**config.mk**
```make
export PLATFORM = sky130hd
export DESIGN_NAME = writeback_queue
export DESIGN_NICKNAME = d
export VERILOG_FILES = /design/src/rtl/writeback_queue.sv
export SDC_FILE = /design/constraint.sdc
export NUM_CORES = 1
export LEC_CHECK = 0
export CAP_MARGIN = 20
export CORE_MARGIN = 2
export CORE_UTILIZATION = 55
export CTS_CLUSTER_DIAMETER = 120
export DETAILED_ROUTE_END_ITERATION = 6
export MAX_ROUTING_LAYER = met4
export PLACE_DENSITY = 0.86
export RECOVER_POWER = 25
export SLEW_MARGIN = 10
export SYNTH_ARGS = -nofsm -noshare
export SYNTH_HDL_FRONTEND = slang
export SYNTH_SLANG_ARGS = --single-unit
```
**constraint.sdc**
```tcl
create_clock -name clk -period 4.7 [get_ports clk]
set_input_delay 1.175 -clock clk [delete_from_list [all_inputs] [get_ports clk]]
set_output_delay 1.175 -clock clk [all_outputs]
set_load 0.03 [all_outputs]
```
**src/rtl/writeback_queue.sv**
```systemverilog
// In-order write-back FIFO feeding the 16 x 32-bit register bank, with read-port hazard detection.
// Optional data forwarding to the read ports is built only when WB_BYPASS_EN is defined.
module writeback_queue #(
   parameter int DEPTH  = 4,
   parameter int DATA_W = 32,
   parameter int ADDR_W = 4
) (
   input  logic                       clk,
   input  logic                       rst_n,
   input  logic                       alu_valid,
   output logic                       alu_ready,
   input  logic [ADDR_W-1:0]          alu_dest,
   input  logic [DATA_W-1:0]          alu_data,
   input  logic                       ldr_valid,
   output logic                       ldr_ready,
   input  logic [ADDR_W-1:0]          ldr_dest,
   input  logic [DATA_W-1:0]          ldr_data,
   input  logic                       wb_hold,
   output logic                       rf_we,
   output logic [ADDR_W-1:0]          rf_dest,
   output logic [DATA_W-1:0]          rf_data,
   input  logic [ADDR_W-1:0]          src1_sel,
   input  logic [ADDR_W-1:0]          src2_sel,
   output logic                       src1_pending,
   output logic                       src2_pending,
   output logic                       src1_fwd_valid,
   output logic                       src2_fwd_valid,
   output logic [DATA_W-1:0]          src1_fwd_data,
   output logic [DATA_W-1:0]          src2_fwd_data,
   output logic [$clog2(DEPTH+1)-1:0] count,
   output logic                       full,
   output logic                       empty
);

   localparam int PTR_W = $clog2(DEPTH);
   localparam int CNT_W = $clog2(DEPTH+1);

   logic [ADDR_W-1:0] dest_mem [DEPTH];
   logic [DATA_W-1:0] data_mem [DEPTH];

   logic [PTR_W-1:0]  head_reg, tail_reg;
   logic [CNT_W-1:0]  count_reg, count_next;
   logic              rf_we_reg;
   logic [ADDR_W-1:0] rf_dest_reg;
   logic [DATA_W-1:0] rf_data_reg;

   logic              push_ldr, push_alu, push, drain;
   logic [ADDR_W-1:0] push_dest;
   logic [DATA_W-1:0] push_data;

   assign full      = (count_reg == CNT_W'(DEPTH));
   assign empty     = (count_reg == '0);
   assign count     = count_reg;

   // Readiness looks at full only, so a same-cycle drain never frees a slot early.
   assign ldr_ready = !full;
   assign alu_ready = !full && !ldr_valid;

   assign push_ldr  = ldr_valid && ldr_ready;
   assign push_alu  = alu_valid && alu_ready;
   assign push      = push_ldr || push_alu;
   assign push_dest = push_ldr ? ldr_dest : alu_dest;
   assign push_data = push_ldr ? ldr_data : alu_data;
   assign drain     = !empty && !wb_hold;

   always_comb begin
      count_next = count_reg;
      if (push && !drain)
         count_next = count_reg + CNT_W'(1);
      else if (!push && drain)
         count_next = count_reg - CNT_W'(1);
   end

   // Storage is not reset; occupancy is defined solely by head_reg/count_reg.
   always_ff @(posedge clk) begin
      if (push) begin
         dest_mem[tail_reg] <= push_dest;
         data_mem[tail_reg] <= push_data;
      end
   end

   always_ff @(posedge clk or negedge rst_n) begin
      if (!rst_n) begin
         head_reg    <= '0;
         tail_reg    <= '0;
         count_reg   <= '0;
         rf_we_reg   <= 1'b0;
         rf_dest_reg <= '0;
         rf_data_reg <= '0;
      end else begin
         count_reg <= count_next;
         rf_we_reg <= drain;
         if (push)
            tail_reg <= tail_reg + PTR_W'(1);
         if (drain) begin
            head_reg    <= head_reg + PTR_W'(1);
            rf_dest_reg <= dest_mem[head_reg];
            rf_data_reg <= data_mem[head_reg];
         end
      end
   end

   assign rf_we   = rf_we_reg;
   assign rf_dest = rf_dest_reg;
   assign rf_data = rf_data_reg;

   // Entries are examined in age order: slot gi is the gi-th oldest occupied entry.
   logic [DEPTH-1:0][PTR_W-1:0] age_idx;
   logic [DEPTH-1:0]            age_live;
   logic [DEPTH-1:0]            src1_hit, src2_hit;

   genvar gi;
   generate
      for (gi = 0; gi < DEPTH; gi++) begin : g_age
         assign age_idx[gi]  = head_reg + PTR_W'(gi);
         assign age_live[gi] = (CNT_W'(gi) < count_reg);
         assign src1_hit[gi] = age_live[gi] && (dest_mem[age_idx[gi]] == src1_sel);
         assign src2_hit[gi] = age_live[gi] && (dest_mem[age_idx[gi]] == src2_sel);
      end
   endgenerate

   assign src1_pending = |src1_hit;
   assign src2_pending = |src2_hit;

`ifdef WB_BYPASS_EN
   // Scanning oldest to youngest lets the youngest match win.
   always_comb begin
      src1_fwd_data = '0;
      src2_fwd_data = '0;
      for (int k = 0; k < DEPTH; k++) begin
         if (src1_hit[k])
            src1_fwd_data = data_mem[age_idx[k]];
         if (src2_hit[k])
            src2_fwd_data = data_mem[age_idx[k]];
      end
   end

   assign src1_fwd_valid = src1_pending;
   assign src2_fwd_valid = src2_pending;
`else
   assign src1_fwd_valid = 1'b0;
   assign src2_fwd_valid = 1'b0;
   assign src1_fwd_data  = '0;
   assign src2_fwd_data  = '0;
`endif

endmodule
```
==> results of run 1 <==
[final cells by class]
class | instances | area, um^2
clock buffers | 19 | 453
repair buffers | 134 | 1320
clock inverters | 13 | 165
inverters | 6 | 22.5
fillers | 999 | 4820
multi-input cells | 272 | 2840
flip-flops and latches | 188 | 5430
well taps | 211 | 264
[worst register-to-register path: cells and delay by family (launching register included)]
| kind | cells | cell delay (ps) |
|---|---|---|
| buf+inv | 2 | 1570 |
| simple gates | 2 | 900 |
| mux | 1 | 480 |
| flops | 1 | 520 |
| fa+ha+maj | 1 | 230 |
[logic make-up after synthesis]
logic type      Yosys count  synth area share (%)
compound gates            8                 0.605
simple gates             30                  1.71
buf+inv                  92                  7.67
flops                   188                  62.5
mux                     122                  22.5
fa+ha+maj                 9                  1.30
other cells               1                0.0432
xor+xnor                 37                  3.73
[routing by layer]
metal,share of wire (%),routed length (um),GRT usage (%)
met1,42,6830,26.8
met2,50,8240,34.6
met3,6.7,1100,4.67
met4,1.7,276,6.51
met5,0,0,-
[cells in the mapped netlist, types with 2 or more instances]
library cell  count  area (um^2)
nor2_1            6         22.5
edfxtp_1        144         4320
xnor2_1          19          166
buf_4            66          495
buf_6             2         22.5
a21oi_1           2         10.0
buf_2             7         35.0
o21ai_0           2         10.0
mux4_2           38          856
nand3_1           4         20.0
nand2_1           5         18.8
xor2_1           18          158
clkbuf_1          7         26.3
nor3_1            6         30.0
o311ai_1          2         17.5
dfrtp_1          44         1100
ha_1              9          113
mux2_2           73          822
mux4_1           10          263
and2_1            5         31.3
inv_1             6         22.5
buf_12            3         60.1
[report_power, final]
| group | internal [uW] | switching (uW) |
|---|---|---|
| logic | 1330 | 1530 |
| clock network | 868 | 606 |
| registers | 2500 | 336 |
| total | 4690 | 2470 |
[metrics by stage]
step	worst slack, ps	utilization (%)	total power, uW
floorplan	1320	-	4870
global placement	363	64.6	5620
detailed placement	252	64.6	5760
CTS	199	68.6	7260
global route	38.6	68.5	7510
finish	190	68.5	7160
[worst paths after layout]
kind / startpoint / cells past startpoint / endpoint / slack, ps
max in group asynchronous: rst_n / 2 / head_reg[0] / 1020
max reg2reg: count[0] / 6 / rf_data[8] / 880
min reg2reg: rf_data[21] / 1 / rf_data[21] / 500
max: src2_sel[0] / 7 / src2_pending / 190
min: rf_data[21] / 1 / rf_data[21] / 500
min in group asynchronous: rst_n / 2 / count[1] / 1710
==> flow_summary.json, run 1 <==
{
  "status": "finished, violations left",
  "violations": "max-capacitance violations, max-slew violations",
  "critPathBufInv": 2,
  "mostFrequentLayoutCell": "edfxtp_1",
  "critPathKind": "primary input to output port",
  "cts_resized": 0,
  "fin_cells": 843,
  "nNetsFinal": 713,
  "cts_buffers": 17,
  "final_cell_mix": "edfxtp_1, clkdlybuf4s50_1, mux2_2",
  "io_buffer_count": 130,
  "critPathMaxStageDelay_ps": 730,
  "slowest_stage": "clkdlybuf4s50_1",
  "netlist-cell-type-count": 31,
  "finalSetupTns_ps": 0,
  "drive_gt1_share_pct": 24.2,
  "drv_cap": 2,
  "vias": 4551,
  "cp.required_ps": 3520,
  "synth_cells": 487,
  "post_cts_buffers": 0,
  "whs_ps": 500,
  "crit_arrival_ps": 3330,
  "grt_pass1_wl_mm": 25.2,
  "gr-total-overflow": 0,
  "ios": 197,
  "syn_area_um2": 8680,
  "finalCriticalPeriod_ps": 4510,
  "hp-class": "flip-flop to flip-flop",
  "rsz0062_at_grt": "false",
  "cpLargestDelayFamily": "buffers and inverters",
  "cts_tree": "built",
  "clkSinkCount": 188,
  "grt_max_degree": 45,
  "grt_pass1_vias": 4643,
  "start_kind": "primary input",
  "synth_async_sr_flop_share_pct": 23.4,
  "die_x_um": 130,
  "placed_area_um2": 9890,
  "clk_pin_slew_ps": 60,
  "cts_root_buf": "clkbuf_16",
  "n_antenna_cell": 0,
  "ys.flop_type": "edfxtp_1",
  "final-setup-viol-count": 0,
  "fin_skew_ps": 9.57,
  "crit_chain": "clkdlybuf4s50_1 -> nand2b_1 -> mux2_2 -> nor4_1 -> a31oi_1 -> o311ai_1 -> clkdlybuf4s50_1",
  "p_leak_uw": 0.00380,
  "coreArea_um2": 15300,
  "clk_latency_ps": 430,
  "slew_headroom_pct": -84.9,
  "area_growth_pct": 20.9,
  "fmax_mhz": 222,
  "grt_usage_pct": 21.2,
  "gp_congestion": 0.946,
  "timing.critical_path.mode_cell": "clkdlybuf4s50_1",
  "synth_edf_count": 144,
  "crit_fanout": 5,
  "worstSetupEndpointType": "output port",
  "dieArea_um2": 16800,
  "htreeDepth": 4,
  "largest_reg_flops": 128,
  "syn_avg_cell_area_um2": 17.8,
  "dr.pass1.iters": 4,
  "drt_iter0_drc": 256,
  "cts_buffer_depth": 2,
  "powerDensity_nw_per_um2": 682,
  "start_util_pct": 56.7,
  "yosys_warnings": 0,
  "worst_pin_slew_ps": 2770,
  "drc": 0,
  "wl_per_cell_um": 19.5,
  "period_share_pct": 96.0,
  "placementRows": 45,
  "peakVddDrop_mv": 0.325,
  "drtAntennaViolNets": 0,
  "synth_seq_cells": 188,
  "placed_cells": 811,
  "dpl.hpwl_mm": 10.1,
  "synth-seq-area-share_pct": 62.5,
  "vias_per_cell": 5.40,
  "routed_wl_mm": 16.4,
  "final_cell_area_um2": 10500,
  "finalMaxSlewViolations": 76,
  "postCtsHoldBufs": 0,
  "antenna_found_initial": 0,
  "die_h_um": 130,
  "finalHoldViolations": 0
}
Note: power is estimated with default switching activity, not from simulation.
==> run 2: changes to the inputs <==
--- a/config.mk
+++ b/config.mk
@@ -5,6 +5,7 @@
 export SDC_FILE = /design/constraint.sdc
 export NUM_CORES = 1
 export LEC_CHECK = 0
+export ABC_AREA = 0
 export CAP_MARGIN = 20
 export CORE_MARGIN = 2
 export CORE_UTILIZATION = 55
==> results of run 2 <==
Final layout, timing and power as in run 1 (identical DEF).
==> run 3: changes to the inputs <==
--- a/config.mk
+++ b/config.mk
@@ -7,13 +7,13 @@
 export LEC_CHECK = 0
 export ABC_AREA = 0
 export CAP_MARGIN = 20
-export CORE_MARGIN = 2
 export CORE_UTILIZATION = 55
 export CTS_CLUSTER_DIAMETER = 120
 export DETAILED_ROUTE_END_ITERATION = 6
 export MAX_ROUTING_LAYER = met4
 export PLACE_DENSITY = 0.86
 export RECOVER_POWER = 25
+export SKIP_LAST_GASP = 1
 export SLEW_MARGIN = 10
 export SYNTH_ARGS = -nofsm -noshare
 export SYNTH_HDL_FRONTEND = slang
==> run 3 against run 2 <==
Against the previous run:
- the flow still finishes with violations (max-capacitance violations, max-slew violations)
- largest power group unchanged
- fmax grew 0.33%
- highest routed layer unchanged
- sequential share of layout area shrank 0.14 points
- critical path depth shrank 1
- power shrank 0.44%
- clock skew shrank 3.4 ps
- first-iteration DRC count shrank 18%
- cell count grew 0.12%
- clock power is essentially flat
- sequential power is essentially flat
- register-to-register slack lost 20 ps
==> flow_summary.json, run 3 (same netlist as run 1, synthesis figures left out) <==
{
  "dpl.hpwl_mm": 9.77,
  "seqCellArea_um2": 5430,
  "cts_buffers": 17,
  "fillers": 977,
  "multi_input_area_um2": 2840,
  "antenna_found_initial": 0,
  "cts_buffer_depth": 2,
  "start_kind": "flip-flop",
  "vias": 4511,
  "drv_cap": 2,
  "status": "finished, violations left",
  "largest_reg_flops": 128,
  "routed_wl_mm": 15.8,
  "power_uw": 7130,
  "grt_max_degree": 45,
  "grt_usage_pct": 21.4,
  "peakVddDrop_mv": 0.332,
  "cts_tree": "built",
  "violations": "max-capacitance violations, max-slew violations",
  "hp-class": "flip-flop to flip-flop",
  "die_x_um": 128,
  "die_h_um": 128,
  "cp.required_ps": 3520,
  "drive_gt1_share_pct": 24.0,
  "rsz0062_at_grt": "false",
  "io_buffer_count": 130,
  "critPathKind": "flip-flop to output port",
  "area_growth_pct": 21.2,
  "nNetsFinal": 714,
  "coreArea_um2": 15300,
  "worst_pin_slew_ps": 2760,
  "fmax_mhz": 222,
  "grt_pass1_wl_mm": 24.7,
  "wl_per_cell_um": 18.7,
  "clkSinkCount": 188,
  "powerDensity_nw_per_um2": 678,
  "drt_iter0_drc": 209,
  "gp_congestion": 0.958,
  "gr-total-overflow": 0,
  "dr.pass1.iters": 4,
  "clk_latency_ps": 430,
  "drc": 0,
  "n_antenna_cell": 0,
  "clk_pin_slew_ps": 60,
  "mostFrequentLayoutCell": "edfxtp_1",
  "grt_pass1_vias": 4641,
  "finalMaxSlewViolations": 66,
  "vias_per_cell": 5.34,
  "finalHoldViolations": 0,
  "start_util_pct": 56.7,
  "whs_ps": 503,
  "final-setup-viol-count": 0,
  "final_cell_mix": "edfxtp_1, clkdlybuf4s50_1, mux2_2",
  "placementRows": 45,
  "drtAntennaViolNets": 0,
  "finalCoreUtilization_pct": 68.7,
  "p_leak_uw": 0.00382,
  "period_share_pct": 95.6,
  "cts_root_buf": "clkbuf_16",
  "dieArea_um2": 16300,
  "htreeDepth": 4,
  "fin_skew_ps": 6.14,
  "crit_arrival_ps": 3320,
  "finalCriticalPeriod_ps": 4490,
  "crit_fanout": 24,
  "worstSetupEndpointType": "output port",
  "ios": 197,
  "finalSetupTns_ps": 0,
  "slew_headroom_pct": -83.8
}
## run 3: metrics by stage
| step | worst slack [ps] | std cells | area (um^2) |
|---|---|---|---|
| after floorplan | 1320 | 552 | 8930 |
| after global placement | 368 | 811 | 9890 |
| after detailed placement | 299 | 811 | 9890 |
| after CTS | 120 | 843 | 10500 |
| after global routing | 43.8 | 844 | 10500 |
| final | 205 | 844 | 10500 |
## run 3: final timing paths
path / start / endpoint / slack, ps / cells after the start
setup / recovery: head_reg[1] / src1_pending / 210 / 6
max in group asynchronous: rst_n / head_reg[0] / 1040 / 2
setup reg to reg: count[0] / rf_data[22] / 860 / 6
hold / removal: rf_data[20] / rf_data[20] / 500 / 1
min in group asynchronous: rst_n / rf_dest[0] / 1730 / 2
hold reg to reg: rf_data[20] / rf_data[20] / 500 / 1
## run 3: area by class of cell
cell class	count	area share (%)
sequential	188	51.6
multi-input combinational	272	27.0
timing repair buffer	135	12.8
clock buffer	21	4.38
tap	211	2.51
clock inverter	11	1.49
inverter	6	0.214
## run 3: critical path, cell delays in order, from the launching register on
cell	delay (ps)
dfrtp_2	710
mux4_1	720
xnor2_1	180
nand3_1	90
nor3_1	60
or4_1	520
clkdlybuf4s50_1	610
## run 3: what timing repair did
| action | 4_1_cts | 5_1_grt |
|---|---|---|
| setup buffers | 0 | 1 |
| endpoints found under the setup margin | 0 | 1 |
| gates resized for setup | 0 | 0 |
| endpoints found under the hold margin | 0 | 0 |
| hold buffers | 0 | 0 |
## run 3: routing by layer
| layer | up-vias | track usage, % | wire [um] |
|---|---|---|---|
| met2 | 205 | 35.4 | 8000 |
| met5 | - | - | 0 |
| li1 | 2000 | - | - |
| met1 | 2280 | 26.8 | 6670 |
| met3 | 26 | 3.88 | 826 |
| met4 | 0 | 7.68 | 290 |
## run 3: power breakdown
part,switching (uW),internal [uW],total (uW)
clock,601,873,1470
combinational,1550,1310,2860
sequential,302,2490,2800
